--- src/rtl/fv_bank_req_arbiter.sv ---
// Arbitrates one Big FV SRAM bank controller between NUM_PE Edge-PE readers and a
// multi-beat write-back source; drives a single registered request packet to the bank.
module fv_bank_req_arbiter #(
  parameter int unsigned NUM_PE          = 4,
  parameter int unsigned NODE_ID_W       = 8,
  parameter int unsigned DATA_W          = 64,
  parameter int unsigned WB_STARVE_LIMIT = 4
) (
  input  logic                          clk,
  input  logic                          reset,
  input  logic                          update_phase,
  input  logic                          bank_available,
  input  logic [NUM_PE-1:0]             pe_req_valid,
  input  logic [NUM_PE*NODE_ID_W-1:0]   pe_req_node_id,
  output logic [NUM_PE-1:0]             pe_req_ready,
  input  logic                          wb_valid,
  input  logic [NODE_ID_W-1:0]          wb_node_id,
  input  logic [DATA_W-1:0]             wb_data,
  input  logic                          wb_last,
  output logic                          wb_ready,
  output logic                          req_valid,
  output logic                          req_rd_wr,
  output logic [NODE_ID_W-1:0]          req_node_id,
  output logic [$clog2(NUM_PE)-1:0]     req_pe_tag,
  output logic [DATA_W-1:0]             req_data,
  output logic                          req_wr_eos,
  output logic                          burst_err
);

  // NUM_PE is expected to be a power of two so the pointer wraps naturally.
  localparam int unsigned TAG_W = $clog2(NUM_PE);
  localparam int unsigned CNT_W = $clog2(WB_STARVE_LIMIT + 1);
  localparam logic [CNT_W-1:0] STARVE_MAX = CNT_W'(WB_STARVE_LIMIT);

  typedef enum logic [1:0] {
    S_IDLE  = 2'd0,
    S_GAP   = 2'd1,
    S_BURST = 2'd2
  } state_t;

  typedef struct packed {
    logic                 valid;
    logic                 rd_wr;
    logic [NODE_ID_W-1:0] node_id;
    logic [TAG_W-1:0]     pe_tag;
    logic [DATA_W-1:0]    data;
    logic                 wr_eos;
  } req_t;

  state_t               r_state, w_state_nxt;
  logic [TAG_W-1:0]     r_ptr, w_ptr_nxt;
  logic [CNT_W-1:0]     r_starve, w_starve_nxt;
  logic                 r_burst_err, w_burst_err_nxt;
  req_t                 r_req, w_req_nxt;

  logic [NODE_ID_W-1:0] w_pe_node [NUM_PE];
  logic [TAG_W-1:0]     w_rr_idx;
  logic [TAG_W-1:0]     w_pe_idx;
  logic                 w_pe_found;
  logic                 w_any_pe;
  logic                 w_grant_ok;
  logic                 w_wb_wins;

  genvar g;
  generate
    for (g = 0; g < NUM_PE; g++) begin : g_slice
      assign w_pe_node[g] = pe_req_node_id[g*NODE_ID_W +: NODE_ID_W];
    end
  endgenerate

  // Round-robin search starting one past the last granted PE.
  always_comb begin
    w_pe_found = 1'b0;
    w_pe_idx   = '0;
    w_rr_idx   = '0;
    for (int unsigned k = 1; k <= NUM_PE; k++) begin
      w_rr_idx = r_ptr + TAG_W'(k);
      if (!w_pe_found && pe_req_valid[w_rr_idx]) begin
        w_pe_found = 1'b1;
        w_pe_idx   = w_rr_idx;
      end
    end
  end

  assign w_any_pe   = |pe_req_valid;
  assign w_grant_ok = reset && update_phase && bank_available;
  assign w_wb_wins  = wb_valid && (!w_any_pe || (r_starve < STARVE_MAX));

  // Next-state, next request packet and combinational accept pulses.
  always_comb begin
    w_state_nxt     = r_state;
    w_ptr_nxt       = r_ptr;
    w_starve_nxt    = r_starve;
    w_burst_err_nxt = r_burst_err;
    w_req_nxt       = '0;
    pe_req_ready    = '0;
    wb_ready        = 1'b0;

    unique case (r_state)
      S_IDLE: begin
        if (w_grant_ok && w_wb_wins) begin
          wb_ready          = 1'b1;
          w_req_nxt.valid   = 1'b1;
          w_req_nxt.rd_wr   = 1'b1;
          w_req_nxt.node_id = wb_node_id;
          w_req_nxt.data    = wb_data;
          w_req_nxt.wr_eos  = wb_last;
          if (!w_any_pe) begin
            w_starve_nxt = '0;
          end else if (r_starve < STARVE_MAX) begin
            w_starve_nxt = r_starve + CNT_W'(1);
          end
          w_state_nxt = wb_last ? S_GAP : S_BURST;
        end else if (w_grant_ok && w_pe_found) begin
          pe_req_ready[w_pe_idx] = 1'b1;
          w_req_nxt.valid        = 1'b1;
          w_req_nxt.node_id      = w_pe_node[w_pe_idx];
          w_req_nxt.pe_tag       = w_pe_idx;
          w_ptr_nxt              = w_pe_idx;
          w_starve_nxt           = '0;
          w_state_nxt            = S_GAP;
        end
      end

      S_BURST: begin
        wb_ready          = 1'b1;
        w_req_nxt.valid   = 1'b1;
        w_req_nxt.rd_wr   = 1'b1;
        w_req_nxt.node_id = r_req.node_id;
        if (wb_valid) begin
          w_req_nxt.data   = wb_data;
          w_req_nxt.wr_eos = wb_last;
          w_state_nxt      = wb_last ? S_GAP : S_BURST;
        end else begin
          // Source dropped mid-burst: close the bank's burst with an empty last beat.
          w_burst_err_nxt  = 1'b1;
          w_req_nxt.wr_eos = 1'b1;
          w_state_nxt      = S_GAP;
        end
      end

      // bank_available is stale this cycle, so no grant is allowed.
      S_GAP: w_state_nxt = S_IDLE;

      default: w_state_nxt = S_IDLE;
    endcase
  end

  always_ff @(posedge clk or negedge reset) begin
    if (!reset) begin
      r_state     <= S_IDLE;
      r_ptr       <= TAG_W'(NUM_PE - 1);
      r_starve    <= '0;
      r_burst_err <= 1'b0;
      r_req       <= '0;
    end else begin
      r_state     <= w_state_nxt;
      r_ptr       <= w_ptr_nxt;
      r_starve    <= w_starve_nxt;
      r_burst_err <= w_burst_err_nxt;
      r_req       <= w_req_nxt;
    end
  end

  assign req_valid   = r_req.valid;
  assign req_rd_wr   = r_req.rd_wr;
  assign req_node_id = r_req.node_id;
  assign req_pe_tag  = r_req.pe_tag;
  assign req_data    = r_req.data;
  assign req_wr_eos  = r_req.wr_eos;
  assign burst_err   = r_burst_err;

endmodule

--- config.mk ---
export PLATFORM = sky130hd
export DESIGN_NAME = fv_bank_req_arbiter
export DESIGN_NICKNAME = d
export VERILOG_FILES = /design/src/rtl/fv_bank_req_arbiter.sv
export SDC_FILE = /design/constraint.sdc
export NUM_CORES = 1
export LEC_CHECK = 0
export CAP_MARGIN = 25
export CORE_MARGIN = 2
export CORE_UTILIZATION = 56
export DETAILED_ROUTE_END_ITERATION = 10
export DONT_BUFFER_PORTS = 1
export PLACE_DENSITY_LB_ADDON = 0.2
export SLEW_MARGIN = 15
export SYNTH_ARGS = -nofsm -noshare
export SYNTH_HDL_FRONTEND = slang
export SYNTH_SLANG_ARGS = --single-unit
--- constraint.sdc ---
create_clock -name clk -period 3.04 [get_ports clk]
set_input_delay 0.912 -clock clk [delete_from_list [all_inputs] [get_ports clk]]
set_output_delay 0.912 -clock clk [all_outputs]
set_load 0.01 [all_outputs]
# Word-level counts from Yosys, hierarchy flattened
# Cells that the tools add are included.
# totals
out_inout_bits,83
ff_bits,85
word_cells,94
in_bits,114
# op_classes
addsub,4
n_bitwise,3
order_cmp,8
reduce_logical,20
n_mux,46
eq_ne,3
# op_table
op,count
case mux 65 bit (2 select lines),1
2-to-1 mux 65 bit,1
2-to-1 mux 64 bit,1
2-to-1 mux 8 bit,3
2-to-1 mux 2 bit,10
case mux 10 bit (2 select lines),1
binary-select mux 8 bit (select 2 bit),1
< comparator 2 x 3 -> 1 bit (second input constant),5
2-to-1 mux 1 bit,13
2-to-1 mux 3 bit,4
2-to-1 mux 4 bit,3
2-to-1 mux 10 bit,1
logical AND 1 bit,9
binary-select mux 1 bit (select 2 bit),4
!= test 3 bit (second input constant),2
AND reduction 3 bit,2
adder 2 bit (second input constant),2
zero test 1 bit,4
case mux 2 bit (2 select lines),1
OR reduction 4 bit,1
adder 3 x 1 -> 3 bit (second input constant),1
>= comparator 3 bit (second input constant),1
< comparator 3 bit (second input constant),1
NOT 2 -> 3 bit,1
10 further kinds,11

# Longest topological paths before layout
# Gate-level depths: netlist of the first run.
# logic_depth
ltp_word,20
ltp_mapped,6
depth_no_buf,5

# Worst setup path after synthesis of the first run
# Ideal clock, no wire load.
# synth_path
kind,input to output
start,input pe_req_valid[1]
end,output wb_ready
path_stages,5
arrival_ps,2232
t_required_ps,2128
n_path_buf,1
path_slack_ps,-104
cell_sequence,or4_4 a211oi_2 buf_2 nor2_1 nor2_1
# synth_between
elab_chain_len,7
# synth_rtl
item,line_no,source
"start, declared",13,"input logic [NUM_PE-1:0] pe_req_valid,"
OR reduction 4 bit,85,assign w_any_pe = |pe_req_valid;
zero test 1 bit,-,
logical OR 1 bit,87,assign w_wb_wins = wb_valid && (!w_any_pe || (r_starve < STARVE_MAX));
logical AND 1 bit,87,
logical AND 1 bit,101,if (w_grant_ok && w_wb_wins) begin
2-to-1 mux 1 bit,101,
case mux 1 bit (2 select lines),99,unique case (r_state)
"end, declared",20,"output logic wb_ready,"
# Every way passes these cells.

# Final worst setup path of the first run
# Ends and elaborated chain as after synthesis.

==> results of run 1 <==
power by group through the flow:
stage / clock network, mW / logic, mW / registers (mW)
finish: 0.739 / 0.188 / 1.23
global route: 0.811 / 0.206 / 1.23
CTS: 0.750 / 0.189 / 1.23
detailed placement: 0 / 0.190 / 1.25
global placement: 0 / 0.183 / 1.25
floorplan: 0 / 0.159 / 1.24
worst reg2reg max path, delay by kind of cell (launching register included):
| kind | cells | cell delay [ps] |
|---|---|---|
| compound gates | 3 | 630 |
| mux | 1 | 250 |
| simple gates | 1 | 120 |
| buf+inv | 1 | 340 |
| flops | 1 | 590 |
kinds of logic after synthesis:
family,Yosys count,share of synthesized area [%]
AND/OR/NAND/NOR,114,19.8
flip-flops,85,64.4
multiplexers,18,5.56
adder cells (fa/ha/maj),1,0.378
AO/OA/AOI/OAI,31,7.15
buffers and inverters,17,2.72
final cells by class:
class / instances / area (um^2) / area share, %
flip-flops and latches: 85 / 2130 / 58.5
well taps: 72 / 90.1 / 2.48
clock buffers: 13 / 159 / 4.37
inverters: 3 / 11.3 / 0.309
multi-input cells: 164 / 1130 / 31.0
clock inverters: 3 / 26.3 / 0.722
repair buffers: 11 / 95.1 / 2.61
sequential cells by signal (all words and copies together) (netlist names):
register,cells
req_data,64
req_node_id,8
r_starve,3
r_ptr,2
r_state,2
req_pe_tag,2
burst_err,1
req_rd_wr,1
req_valid,1
req_wr_eos,1
how the worst max path moves through the flow:
stage	from	endpoint	cells after the start
after floorplan	pe_req_valid[1]	wb_ready	5
after global placement	pe_req_valid[1]	wb_ready	4
after detailed placement	pe_req_valid[1]	wb_ready	4
after CTS	pe_req_valid[1]	wb_ready	4
after global routing	pe_req_valid[1]	pe_req_ready[3]	5
final	pe_req_valid[1]	wb_ready	4
layout by cell type, fill, tap and decap left out, types with 2 or more instances in the layout:
cell	n
o21ai_0	2
nor3_1	3
dfrtp_1	83
nand2_1	14
nor2_2	2
a21o_1	11
clkbuf_8	11
nand2b_1	3
inv_1	3
nor2_1	5
nand3_1	10
nor2b_1	5
dfstp_2	2
inv_6	2
a21oi_1	4
buf_4	10
o221ai_1	8
and2_1	64
mux2i_1	17
clkbuf_1	2
metal layers:
metal | GRT usage [%] | routed length (um) | up-vias
li1 | - | - | 898
met1 | 24.2 | 2350 | 950
met2 | 33.9 | 3570 | 118
met3 | 10.3 | 818 | 16
met4 | 13.1 | 184 | 0
met5 | 0 | 0 | -
through the flow:
step                      power (mW)  instances  instance area, um^2  hold WS, ps
after floorplan                 1.40        266                 3350          463
after global placement          1.43        335                 3450          481
after detailed placement        1.44        335                 3450          493
after CTS                       2.17        351                 3640          236
after global routing            2.25        351                 3640          222
final                           2.15        351                 3640          249
==> impl_metrics.xml, run 1 <==
<?xml version="1.0" encoding="UTF-8"?>
<metrics>
  <group name="global_route">
    <metric name="maximum_number_of_pins_on_one_net_before_global_route_repair" unit="">87</metric>
    <metric name="grt_antenna_before_repair" unit="">0</metric>
    <metric name="wire_length_of_the_first_global_routing_pass" unit="mm">10.2</metric>
    <metric name="grt.overflow.total" unit="">0</metric>
    <metric name="grt_usage" unit="%">21.7</metric>
    <metric name="first_global_vias" unit="">1994</metric>
  </group>
  <group name="timing">
    <metric name="max_freq" unit="MHz">343</metric>
    <metric name="finalCritPeriodShare" unit="%">96.0</metric>
    <metric name="actual_slew_at_the_worst_max_slew_pin" unit="ps">497</metric>
    <metric name="fin_crit" unit="ps">2920</metric>
    <metric name="final-hold-violation-count" unit="">0</metric>
    <metric name="timing.setup.tns" unit="ps">0</metric>
    <metric name="timing.slew.headroom" unit="%">66.8</metric>
    <metric name="finalClockSkew" unit="ps">6.59</metric>
    <metric name="rsz_0062_raised_after_global_routing" unit="">no</metric>
    <metric name="fin_worst_setup_slack" unit="ps">121</metric>
    <metric name="setup_viol" unit="">0</metric>
    <metric name="timing_max_transition_violations_final" unit="">0</metric>
  </group>
  <group name="placed_design">
    <metric name="detailedPlace.worstSlack" unit="ps">121</metric>
    <metric name="gpl.final_weighted_congestion" unit="">0.852</metric>
    <metric name="place_hpwl" unit="mm">5.06</metric>
    <metric name="port_buffers" unit="">0</metric>
  </group>
  <group name="logic_synthesis">
    <metric name="synth_top_area_share" unit="%">62.8</metric>
    <metric name="mappedNetlistArea" unit="um^2">3310</metric>
    <metric name="synthesis.instances" unit="">266</metric>
    <metric name="synth_warnings" unit="">0</metric>
    <metric name="yosys-top-cells-area" unit="">dfrtp_1, and2_1, mux2i_1</metric>
    <metric name="synthesis.nets" unit="">381</metric>
    <metric name="avgSynthCellArea" unit="um^2">12.4</metric>
    <metric name="dominantRegCellSynth" unit="">dfrtp_1</metric>
    <metric name="synth-seq-cells" unit="">85</metric>
    <metric name="synth_async_sr_flop_share" unit="%">100</metric>
    <metric name="post_synth_num_cell_types" unit="">31</metric>
    <metric name="synthMostInstantiatedCell" unit="">dfrtp_1</metric>
    <metric name="edff_count_synth" unit="">0</metric>
    <metric name="post-synth-top-area-cell" unit="">dfrtp_1</metric>
    <metric name="seq_area_frac_synth" unit="%">64.4</metric>
    <metric name="netlist_top_cells_count" unit="">dfrtp_1, and2_1, mux2i_1, nand2_1</metric>
  </group>
  <group name="critical_path">
    <metric name="worst_r2r_endpoint" unit="">req_node_id[5]$_DFFE_PN0N_</metric>
    <metric name="cp.required" unit="ps">2130</metric>
    <metric name="critical_path.top_delay_family" unit="">simple AND/OR/NAND/NOR gates</metric>
    <metric name="worst_r2r_startpoint" unit="">r_ptr[1]$_DFFE_PN1P_</metric>
    <metric name="critical_path_arrival" unit="ps">2010</metric>
    <metric name="crit_chain" unit="">or4_4, a211oi_4, nor2_1, nor2_2</metric>
    <metric name="cp_slowest_cell" unit="">or4_4</metric>
    <metric name="timing.critical_path.fanout_max" unit="">5</metric>
    <metric name="worst_setup_start_kind" unit="">input port</metric>
    <metric name="worst_r2r_path_cells" unit="">6</metric>
    <metric name="cp_slowest_stage_delay" unit="ps">550</metric>
    <metric name="timing.critical_path.buf_inv" unit="">0</metric>
    <metric name="critical_path.endpoint_type" unit="">output port</metric>
    <metric name="setup.reg_to_reg.worst_slack" unit="ps">980</metric>
    <metric name="critPathKind" unit="">in -&gt; out</metric>
  </group>
  <group name="power_and_ir_drop">
    <metric name="gate_power_share" unit="%">8.7</metric>
    <metric name="power.share.switching" unit="%">24.5</metric>
    <metric name="share_of_power_burned_in_registers" unit="%">57.0</metric>
    <metric name="switching_power" unit="mW">0.528</metric>
    <metric name="leakagePower" unit="nW">1.80</metric>
    <metric name="cellInternalPower" unit="mW">1.63</metric>
    <metric name="power.density_cell_area" unit="nW/um^2">592</metric>
    <metric name="irDropWorstVdd" unit="mV">0.334</metric>
    <metric name="p_clk_share" unit="%">34.3</metric>
  </group>
  <group name="routing">
    <metric name="post-route-drc-count" unit="">0</metric>
    <metric name="wirelength" unit="mm">6.92</metric>
    <metric name="drtAntennaViolNets" unit="">0</metric>
    <metric name="drtPass1Iterations" unit="">4</metric>
    <metric name="avgViaCountPerCell" unit="">5.65</metric>
    <metric name="drt_first_iter_violations" unit="">125</metric>
    <metric name="dr_total_vias" unit="">1982</metric>
    <metric name="wire_per_inst" unit="um">19.7</metric>
  </group>
  <group name="floorplanning">
    <metric name="die_height" unit="um">80.9</metric>
    <metric name="rows" unit="">27</metric>
    <metric name="initial_core_utilization" unit="%">59.0</metric>
    <metric name="die-area" unit="um^2">6540</metric>
    <metric name="floorplan.io_pins" unit="">197</metric>
    <metric name="floorplan.core_area" unit="um^2">5610</metric>
    <metric name="die_width" unit="um">80.9</metric>
  </group>
  <group name="finish">
    <metric name="postLayoutCoreUtil" unit="%">64.9</metric>
    <metric name="area_delta_synth_final" unit="%">9.98</metric>
    <metric name="num_antenna_cells" unit="">0</metric>
    <metric name="filler_cell_count" unit="">442</metric>
    <metric name="drive_above_1_share" unit="%">13.3</metric>
    <metric name="layout.nets" unit="">389</metric>
  </group>
  <group name="clock_tree">
    <metric name="cts.hold.buffers_added" unit="">0</metric>
    <metric name="clock_pin_slew_of_the_registers_on_the_worst_case_setup_and_hold_paths" unit="ps">80</metric>
    <metric name="cts_repair_resize_count" unit="">0</metric>
    <metric name="post-cts-setup-buffers" unit="">0</metric>
    <metric name="cts_buffer_depth" unit="">2</metric>
    <metric name="tritoncts.num_buffers" unit="">9</metric>
    <metric name="sinks_on_the_clock_net" unit="">85</metric>
    <metric name="worst_skew_pair.late_latency" unit="ps">340</metric>
    <metric name="ctsHtreeMaxLevel" unit="">3</metric>
    <metric name="cts.root.buffer_cell" unit="">clkbuf_8</metric>
    <metric name="tritoncts" unit="">built</metric>
  </group>
  <group name="status">
    <metric name="run_status" unit="">completed</metric>
  </group>
  <group name="min_path">
    <metric name="hold_class" unit="">in -&gt; async</metric>
  </group>
  <group name="flow_run">
    <metric name="timing.max_cap.violations" unit="">0</metric>
  </group>
</metrics>
Note: power is estimated with default switching activity, not from simulation.
==> run 2: changes to the inputs <==
- CORE_UTILIZATION: 56 -> 48
==> run 2 against run 1 <==
Combinational power up 3%. Clock-buffer cell count down 3. Sequential share of layout area down 0.38 points. Core utilization down 10 points. Clock power up 6.5%. Worst hold slack better by 4.0 ps.
==> impl_metrics.xml, run 2 (same netlist as run 1, synthesis figures left out) <==
<?xml version="1.0" encoding="UTF-8"?>
<metrics>
  <group name="global_route">
    <metric name="grt_usage" unit="%">18.6</metric>
    <metric name="wire_length_of_the_first_global_routing_pass" unit="mm">10.6</metric>
    <metric name="maximum_number_of_pins_on_one_net_before_global_route_repair" unit="">87</metric>
    <metric name="first_global_vias" unit="">2091</metric>
    <metric name="grt_antenna_before_repair" unit="">0</metric>
    <metric name="grt.overflow.total" unit="">0</metric>
  </group>
  <group name="timing">
    <metric name="final-hold-violation-count" unit="">0</metric>
    <metric name="timing_max_transition_violations_final" unit="">0</metric>
    <metric name="actual_slew_at_the_worst_max_slew_pin" unit="ps">399</metric>
    <metric name="fin_crit" unit="ps">2950</metric>
    <metric name="finalClockSkew" unit="ps">9.46</metric>
    <metric name="finalCritPeriodShare" unit="%">96.9</metric>
    <metric name="rsz_0062_raised_after_global_routing" unit="">no</metric>
    <metric name="max_freq" unit="MHz">339</metric>
    <metric name="setup_viol" unit="">0</metric>
    <metric name="timing.slew.headroom" unit="%">73.3</metric>
    <metric name="timing.setup.tns" unit="ps">0</metric>
  </group>
  <group name="routing">
    <metric name="drtAntennaViolNets" unit="">0</metric>
    <metric name="wirelength" unit="mm">7.00</metric>
    <metric name="drt_first_iter_violations" unit="">124</metric>
    <metric name="post-route-drc-count" unit="">0</metric>
    <metric name="dr_total_vias" unit="">2001</metric>
    <metric name="avgViaCountPerCell" unit="">5.57</metric>
    <metric name="wire_per_inst" unit="um">19.5</metric>
    <metric name="drtPass1Iterations" unit="">4</metric>
  </group>
  <group name="placed_design">
    <metric name="place_hpwl" unit="mm">5.13</metric>
    <metric name="port_buffers" unit="">0</metric>
    <metric name="gpl.final_weighted_congestion" unit="">0.730</metric>
  </group>
  <group name="critical_path">
    <metric name="cp_slowest_stage_delay" unit="ps">350</metric>
    <metric name="worst_r2r_path_cells" unit="">7</metric>
    <metric name="cp_slowest_cell" unit="">nor4_4</metric>
    <metric name="crit_chain" unit="">nand3_2, nor4_4, nand2_1, or2_2, nor2_2</metric>
    <metric name="worst_r2r_startpoint" unit="">r_ptr[1]$_DFFE_PN1P_</metric>
    <metric name="worst_setup_start_kind" unit="">input port</metric>
    <metric name="worst_r2r_endpoint" unit="">req_node_id[3]$_DFFE_PN0N_</metric>
    <metric name="critical_path.endpoint_type" unit="">output port</metric>
    <metric name="crit_start" unit="">reset</metric>
    <metric name="critPathKind" unit="">in -&gt; out</metric>
    <metric name="cp.required" unit="ps">2130</metric>
    <metric name="critical_path.top_delay_family" unit="">simple AND/OR/NAND/NOR gates</metric>
    <metric name="setup.reg_to_reg.worst_slack" unit="ps">1090</metric>
    <metric name="timing.critical_path.buf_inv" unit="">0</metric>
    <metric name="timing.critical_path.fanout_max" unit="">86</metric>
    <metric name="critical_path_arrival" unit="ps">2030</metric>
  </group>
  <group name="floorplanning">
    <metric name="die_width" unit="um">87.0</metric>
    <metric name="die_height" unit="um">87.0</metric>
    <metric name="floorplan.core_area" unit="um^2">6720</metric>
    <metric name="initial_core_utilization" unit="%">49.2</metric>
    <metric name="floorplan.io_pins" unit="">197</metric>
    <metric name="rows" unit="">30</metric>
    <metric name="die-area" unit="um^2">7570</metric>
  </group>
  <group name="power_and_ir_drop">
    <metric name="irDropWorstVdd" unit="mV">0.315</metric>
    <metric name="fin_total_pwr" unit="mW">2.21</metric>
    <metric name="leakagePower" unit="nW">1.81</metric>
    <metric name="power.density_cell_area" unit="nW/um^2">602</metric>
  </group>
  <group name="finish">
    <metric name="drive_above_1_share" unit="%">14.0</metric>
    <metric name="num_antenna_cells" unit="">0</metric>
    <metric name="largest_register_ff_count" unit="">64</metric>
    <metric name="area_delta_synth_final" unit="%">10.7</metric>
    <metric name="layout.nets" unit="">389</metric>
    <metric name="filler_cell_count" unit="">596</metric>
    <metric name="final_common_cell" unit="">dfrtp_1</metric>
    <metric name="layout_common_cells" unit="">dfrtp_1, and2_1, mux2i_1, nand2_1, a21o_1</metric>
  </group>
  <group name="clock_tree">
    <metric name="ctsHtreeMaxLevel" unit="">3</metric>
    <metric name="clock_pin_slew_of_the_registers_on_the_worst_case_setup_and_hold_paths" unit="ps">90</metric>
    <metric name="tritoncts.num_buffers" unit="">9</metric>
    <metric name="cts.root.buffer_cell" unit="">clkbuf_8</metric>
    <metric name="tritoncts" unit="">built</metric>
    <metric name="worst_skew_pair.late_latency" unit="ps">340</metric>
    <metric name="sinks_on_the_clock_net" unit="">85</metric>
    <metric name="cts_buffer_depth" unit="">2</metric>
  </group>
  <group name="min_path">
    <metric name="hold_class" unit="">in -&gt; async</metric>
  </group>
  <group name="status">
    <metric name="run_status" unit="">completed</metric>
  </group>
  <group name="flow_run">
    <metric name="timing.max_cap.violations" unit="">0</metric>
  </group>
</metrics>
==> run 2: metrics by stage <==
step	cells	setup WS [ps]	area, um^2	hold WS (ps)	utilization (%)
4_1_cts	359	68.2	3660	234	54.5
2_1_floorplan	266	6.14	3350	463	-
6_report	359	93.6	3660	253	54.5
3_5_place_dp	343	67.3	3460	491	51.5
3_3_place_gp	343	115	3460	484	51.5
5_1_grt	359	33.9	3660	222	54.5
==> run 2: layer usage <==
metal	up-vias	GRT usage (%)	wire, um
met5	-	0	0
met4	0	5.54	96
met3	10	8.44	674
met2	107	31.0	3690
met1	985	21.4	2540
li1	899	-	-
==> run 2: report_power, final <==
part | total, mW | switching, mW | internal, mW
Combinational | 0.194 | 0.0942 | 0.0996
Clock | 0.787 | 0.398 | 0.389
Sequential | 1.23 | 0.0462 | 1.18
==> run 2: worst max-delay path by stage <==
stage	endpoint	slack, ps	cells after the start
finish	pe_req_ready[2]	90	5
CTS	pe_req_ready[3]	70	5
floorplan	wb_ready	6	5
detailed placement	pe_req_ready[3]	70	5
global placement	wb_ready	110	4
global route	pe_req_ready[2]	30	5
==> run 2: cell type report <==
type	instances	area (um^2)	area share, %
Clock inverter	6	68.8	1.88
Clock buffer	10	128	3.48
Inverter	3	11.3	0.307
Sequential cell	85	2130	58.1
Multi-Input combinational cell	164	1130	30.9
Tap cell	80	100	2.73
Timing Repair Buffer	11	95.1	2.60
==> run 2: repair_timing <==
| item | CTS | global route |
|---|---|---|
| setup endpoints to repair | 0 | 1 |
| hold buffers | 0 | 0 |
| buffers inserted | 0 | 0 |
| gates resized for setup | 0 | 1 |
